`config.mk`:
```
export PLATFORM = sky130hd
export DESIGN_NAME = serial_add_ctrl
export DESIGN_NICKNAME = d
export VERILOG_FILES = /design/src/rtl/serial_add_ctrl.sv
export SDC_FILE = /design/constraint.sdc
export NUM_CORES = 1
export LEC_CHECK = 0
export BUFFER_PORTS_ARGS = -buffer_cell sky130_fd_sc_hd__buf_2
export CAP_MARGIN = 10
export CORE_ASPECT_RATIO = 0.5
export CORE_MARGIN = 5
export CORE_UTILIZATION = 55
export CTS_CLUSTER_DIAMETER = 60
export CTS_CLUSTER_SIZE = 16
export DETAILED_ROUTE_END_ITERATION = 6
export GPL_ROUTABILITY_DRIVEN = 0
export MAX_ROUTING_LAYER = met4
export PLACE_DENSITY = 0.81
export SKIP_LAST_GASP = 1
export SLEW_MARGIN = 25
export SYNTH_ARGS = -nofsm -noshare
export SYNTH_HDL_FRONTEND = slang
export SYNTH_SLANG_ARGS = --single-unit
```
`constraint.sdc`:
```
create_clock -name clk -period 1.7 [get_ports clk]
set_input_delay 0.085 -clock clk [delete_from_list [all_inputs] [get_ports clk]]
set_output_delay 0.085 -clock clk [all_outputs]
set_load 0.01 [all_outputs]
```
`src/rtl/serial_add_ctrl.sv`:
```
// Bit-serial add/subtract controller: steps one shared full-adder cell LSB-first,
// one bit per clock, and presents sum, carry-out and signed overflow with a done pulse.
module serial_add_ctrl #(
    parameter int WIDTH = 8
) (
    input  logic             clk,
    input  logic             rst_n,
    input  logic             start,
    input  logic             sub,
    input  logic [WIDTH-1:0] a,
    input  logic [WIDTH-1:0] b,
    output logic             busy,
    output logic             done,
    output logic [WIDTH-1:0] sum,
    output logic             cout,
    output logic             ovf
);

    localparam int CW = $clog2(WIDTH);
    localparam logic [CW-1:0] LAST_BIT = CW'(WIDTH - 1);

    typedef enum logic [1:0] {
        IDLE = 2'd0,
        RUN  = 2'd1,
        DONE = 2'd2
    } state_t;

    state_t state;
    state_t state_nx;

    logic [WIDTH-1:0] a_sh;
    logic [WIDTH-1:0] b_sh;
    logic [WIDTH-1:0] res_sh;
    logic             carry;
    logic [CW-1:0]    cnt;

    logic             fa_s;
    logic             fa_cout;
    logic             c_msb_in;
    logic             at_msb;

    // The shared full-adder cell; the carry into the MSB is kept for overflow.
    assign fa_s     = a_sh[0] ^ b_sh[0] ^ carry;
    assign fa_cout  = (a_sh[0] & b_sh[0]) | (carry & (a_sh[0] ^ b_sh[0]));
    assign c_msb_in = carry;
    assign at_msb   = (cnt == LAST_BIT);

    always_ff @(posedge clk or negedge rst_n) begin
        if (!rst_n) begin
            state <= IDLE;
        end else begin
            state <= state_nx;
        end
    end

    always_comb begin
        state_nx = state;
        busy     = 1'b0;
        done     = 1'b0;
        unique case (state)
            IDLE: begin
                if (start) begin
                    state_nx = RUN;
                end
            end
            RUN: begin
                busy = 1'b1;
                if (at_msb) begin
                    state_nx = DONE;
                end
            end
            DONE: begin
                busy     = 1'b1;
                done     = 1'b1;
                state_nx = IDLE;
            end
            default: begin
                state_nx = IDLE;
            end
        endcase
    end

    // Subtraction is a + ~b + 1: B is inverted at accept and the carry seeds the +1.
    always_ff @(posedge clk or negedge rst_n) begin
        if (!rst_n) begin
            a_sh   <= '0;
            b_sh   <= '0;
            res_sh <= '0;
            carry  <= 1'b0;
            cnt    <= '0;
            sum    <= '0;
            cout   <= 1'b0;
            ovf    <= 1'b0;
        end else begin
            unique case (state)
                IDLE: begin
                    if (start) begin
                        a_sh  <= a;
                        b_sh  <= b ^ {WIDTH{sub}};
                        carry <= sub;
                        cnt   <= '0;
                    end
                end
                RUN: begin
                    res_sh <= {fa_s, res_sh[WIDTH-1:1]};
                    carry  <= fa_cout;
                    a_sh   <= a_sh >> 1;
                    b_sh   <= b_sh >> 1;
                    cnt    <= cnt + 1'b1;
                    if (at_msb) begin
                        sum  <= {fa_s, res_sh[WIDTH-1:1]};
                        cout <= fa_cout;
                        ovf  <= c_msb_in ^ fa_cout;
                    end
                end
                default: begin
                end
            endcase
        end
    end

endmodule

```
After elaboration in Yosys (flattened, before gate mapping)
Index checks and enable logic that the tools add are counted.

Flip-flop bits (word level): 40. Bits of input ports: 20. Output and inout port bits: 12. Word-level logic and storage cells: 41.

Add/subtract/negate cells: 1. Equality and inequality tests: 5. Multiplexer cells: 13. Bitwise operators: 7. Reduce and logical (&&, ||, !) cells: 6.

Operator list (number): 8-bit case mux with 2 select lines (2); 8-bit two-way mux (2); 8-bit XOR (1); 3-bit case mux with 2 select lines (1); 2-bit AND reduction (3); 2-bit two-way mux (2); 2-bit inequality test (second input constant) (2); 2-bit case mux with 2 select lines (1); 3-bit by 1-bit adder with 3-bit output (second input constant) (1); 3-bit == test (second input constant) (1); 1-bit two-way mux (3); 3-bit two-way mux (1); 1-bit XOR (3); 1-bit bitwise AND (2); 2-bit by 1-bit == test with 1-bit output (second input constant) (1); 2-bit == test (second input constant) (1); 2-bit logical NOT (1); 1-bit case mux with 2 select lines (1); 2-bit nonzero test (1); 2-bit OR reduction (1); 1-bit bitwise OR (1).

Depth between registers and ports, before layout
Word-level depth: 4. Gate-level depth with buffers: 6. Depth with buffers taken out: 5.

Worst setup path after synthesis
No wires, ideal clock.

Path kind: register to register. From: register cnt[0]. To: register cout. Library setup time: 0.125 ns. Data arrival time: 1.291 ns. Required time: 1.575 ns. Slack: 0.284 ns. Cell stages (with the launch flop): 6. Path buffers: 1. Clock period less this slack: 1.416 ns. Path through: dfrtp_1 -> ha_1 -> ha_1 -> nand2_2 -> buf_6 -> mux2_4.

Cells in the longest elaborated chain, start to end: 2.

Ends and longest elaborated chain: from (decl) (line 35) `logic [CW-1:0] cnt;`; from (signal assigned) (line 109) `cnt <= cnt + 1'b1;`; 3-bit == test (line 46) `assign at_msb = (cnt == LAST_BIT);`; 2-bit AND reduction (no source line); to (signal assigned) (line 112) `cout <= fa_cout;`; to (decl) (line 15) `output logic cout,`.

Every way passes these cells. A chain may end at the register's enable or synchronous reset.

Worst setup path in the final report
From: register cnt[0]. To: register sum[5].

Cells in the longest elaborated chain, start to end: 2.

Ends and longest elaborated chain: 3-bit == test (line 46); 2-bit AND reduction (no source line); to (signal assigned) (line 111) `sum <= {fa_s, res_sh[WIDTH-1:1]};`; to (decl) (line 14) `output logic [WIDTH-1:0] sum,`.

Every way passes these cells.

==> flow_metrics.env <==
export IMPL_outcome="complete, no violations"
export IMPL_ys_warn_count=0
export IMPL_antenna_found_initial=0
export IMPL_netlist_area_um2=1840
export IMPL_grt_busiest_layer="met2"
export IMPL_grt_max_degree=40
export IMPL_use_met1=0.181
export IMPL_grt_util_all_layers=0.151
export IMPL_drc=0
export IMPL_drt_pre_antenna_iters=4
export IMPL_critPathCaptureType="flip-flop"
export IMPL_pwr_share_seq=0.403
export IMPL_cp_start_kind="flip-flop"
export IMPL_drv_slew=0
export IMPL_netlist_instances=146
export IMPL_ctsHtreeMaxLevel=2
export IMPL_core_region_area_um2=3100
export IMPL_clock_latency_ns=0.29
export IMPL_p_int_uw=2590
export IMPL_drt_iter0_markers=75
export IMPL_synth_cell_types=22
export IMPL_drv_cap=0
export IMPL_grt_pass1_wl_um=5200
export IMPL_crit_fanout=11
export IMPL_vias=1119
export IMPL_critPathRequiredTime_ns=1.87
export IMPL_tightestPinTransition_ns=0.476
export IMPL_die_x_um=91.8
export IMPL_clk_pin_slew_ns=0.07
export IMPL_ios=32
export IMPL_drive_gt1_frac=0.339
export IMPL_diodes=0
export IMPL_yosysSeqAreaShare=0.530
export IMPL_die_h_um=50.9
export IMPL_nNetsFinal=208
export IMPL_routed_via_density=5.02
export IMPL_syn_avg_cell_area_um2=12.6
export IMPL_rsz0062_at_grt="no"
export IMPL_cts_tree="built"
export IMPL_grt_util_met2=0.232
export IMPL_area_growth_pct=16.6
export IMPL_cts_setup_buffers=0
export IMPL_clock_sinks=39
export IMPL_start_util=0.594
export IMPL_p_switching_uw=1290
export IMPL_cts_buffer_depth=2
export IMPL_finClkSkew_ns=0.00362
export IMPL_cts_resized=0
export IMPL_wirelength_um=2960
export IMPL_whs_ns=0.0333
export IMPL_grt_use_met3=0.0455
export IMPL_p_leak_uw=0.00111
export IMPL_finalHoldViolations=0
export IMPL_fin_crit_ns=1.60
export IMPL_finalSetupViolations=0
export IMPL_p_sw_frac=0.333
export IMPL_finalCritPeriodShare=0.938
export IMPL_ir_drop_mv=0.744
export IMPL_clkPwrFrac=0.202
export IMPL_syn_nets=172
export IMPL_final_setup_tns_ns=0
export IMPL_root_buffer="clkbuf_8"
export IMPL_postRouteAntennaNets=0
export IMPL_hp_class="in2reg"
export IMPL_routedWlPerCell_um=13.3
export IMPL_num_rows=14
export IMPL_power_density_nw_per_um2=1810
export IMPL_die_area_um2=4680
export IMPL_hpwlAfterDp_um=2120
export IMPL_combPwrFrac=0.395
export IMPL_grt_pass1_vias=1135
export IMPL_slew_limit_headroom=0.683
export IMPL_worst_setup_path_type="reg2reg"
export IMPL_fmax_mhz=627
export IMPL_ctsHoldBuffers=1
export IMPL_overflow=0
export IMPL_critPathArrivalTime_ns=1.77
export IMPL_synth_seq_cells=39
export IMPL_numCtsBuffers=5
export IMPL_portBuffers=31
==> cells in the mapped netlist <==
master    instances  area (µm²)
dfrtp_1          39         976
nand2_1          21        78.8
mux2i_1          15         150
o21ai_1          13        65.1
mux2_2            8        90.1
mux2_4            8         120
xor2_1            7        61.3
buf_6             5        56.3
ha_1              5        62.6
o21ai_0           5        25.0
a21oi_1           4        20.0
inv_1             3        11.3
a32o_1            2        20.0
nand2b_1          2        12.5
xnor2_1           2        17.5
buf_2             1        5.00
buf_4             1        7.51
fa_1              1        20.0
inv_4             1        6.26
mux2i_4           1        22.5
nand2_2           1        6.26
o31ai_1           1        7.51
==> cell type report <==
type,count,area [µm²]
Sequential cell,39,976
Fill cell,244,952
Multi-Input combinational cell,96,779
Timing Repair Buffer,36,208
Clock buffer,6,82.6
Tap cell,40,50.0
Clock inverter,2,35.0
Inverter,4,17.5
==> final timing paths <==
check                      startpoint       to  slack (ns)  cells past startpoint
max                            cnt[0]   sum[5]        0.10                      4
min                              a[7]  a_sh[7]        0.03                      3
max reg2reg                    cnt[0]   sum[5]        0.10                      4
min reg2reg                       ovf      ovf        0.48                      2
max in group asynchronous       rst_n   sum[4]        0.99                      3
min in group asynchronous       rst_n  b_sh[3]        0.38                      3
==> sequential cells by signal, indices dropped and copies added (netlist names) <==
signal / count
sum: 8
cnt: 3
res_sh: 7
c_msb_in: 1
b_sh: 8
a_sh: 8
ovf: 1
state: 2
cout: 1
==> per-stage QoR <==
stage,cell area (µm²),setup WS (ns),std cells,utilization,total power (µW)
2_1_floorplan,1840,0.284,146,-,2800
3_3_place_gp,2020,0.170,214,0.652,3050
3_5_place_dp,2020,0.114,214,0.652,3140
4_1_cts,2150,0.0985,223,0.693,3940
5_1_grt,2150,0.0265,223,0.693,4200
6_report,2150,0.105,223,0.693,3880
==> metal layers <==
layer,vias to the layer above,part of all wire
li1,570,-
met3,2,0.047
met5,-,0
met2,24,0.48
met4,0,0.0071
met1,523,0.47
==> cells in the final DEF, fill, tap and decap left out, types with 4 or more instances in the layout <==
cell type  synthesis  routed
dfrtp_1           39      39
mux2_4             8       8
a21oi_1            4       4
mux2_2             8       8
nand2_1           21      21
ha_1               5       5
o21ai_0            5       5
mux2i_1           15      15
clkbuf_8           0       6
o21ai_1           13      13
buf_2              1      31
xor2_1             7       7
==> power groups by stage <==
stage	Combinational (µW)	Clock [µW]	Sequential, µW
4_1_cts	1560	809	1570
2_1_floorplan	1240	0	1560
6_report	1530	785	1560
3_5_place_dp	1560	0	1580
3_3_place_gp	1490	0	1560
5_1_grt	1720	866	1620
==> worst max-delay path, cell delays in order (launching register included) <==
cell,delay [ns]
dfrtp_1,0.40
ha_1,0.21
ha_1,0.22
nand2_2,0.28
mux2_2,0.38
==> logic make-up after synthesis <==
kind of cell | count (synthesis) | synth area share
xor+xnor | 9 | 0.0428
mux | 32 | 0.208
compound gates | 25 | 0.0747
flops | 39 | 0.530
buf+inv | 11 | 0.0469
simple gates | 24 | 0.0530
fa+ha+maj | 6 | 0.0448
No activity file was read; power rests on OpenSTA's default activity.
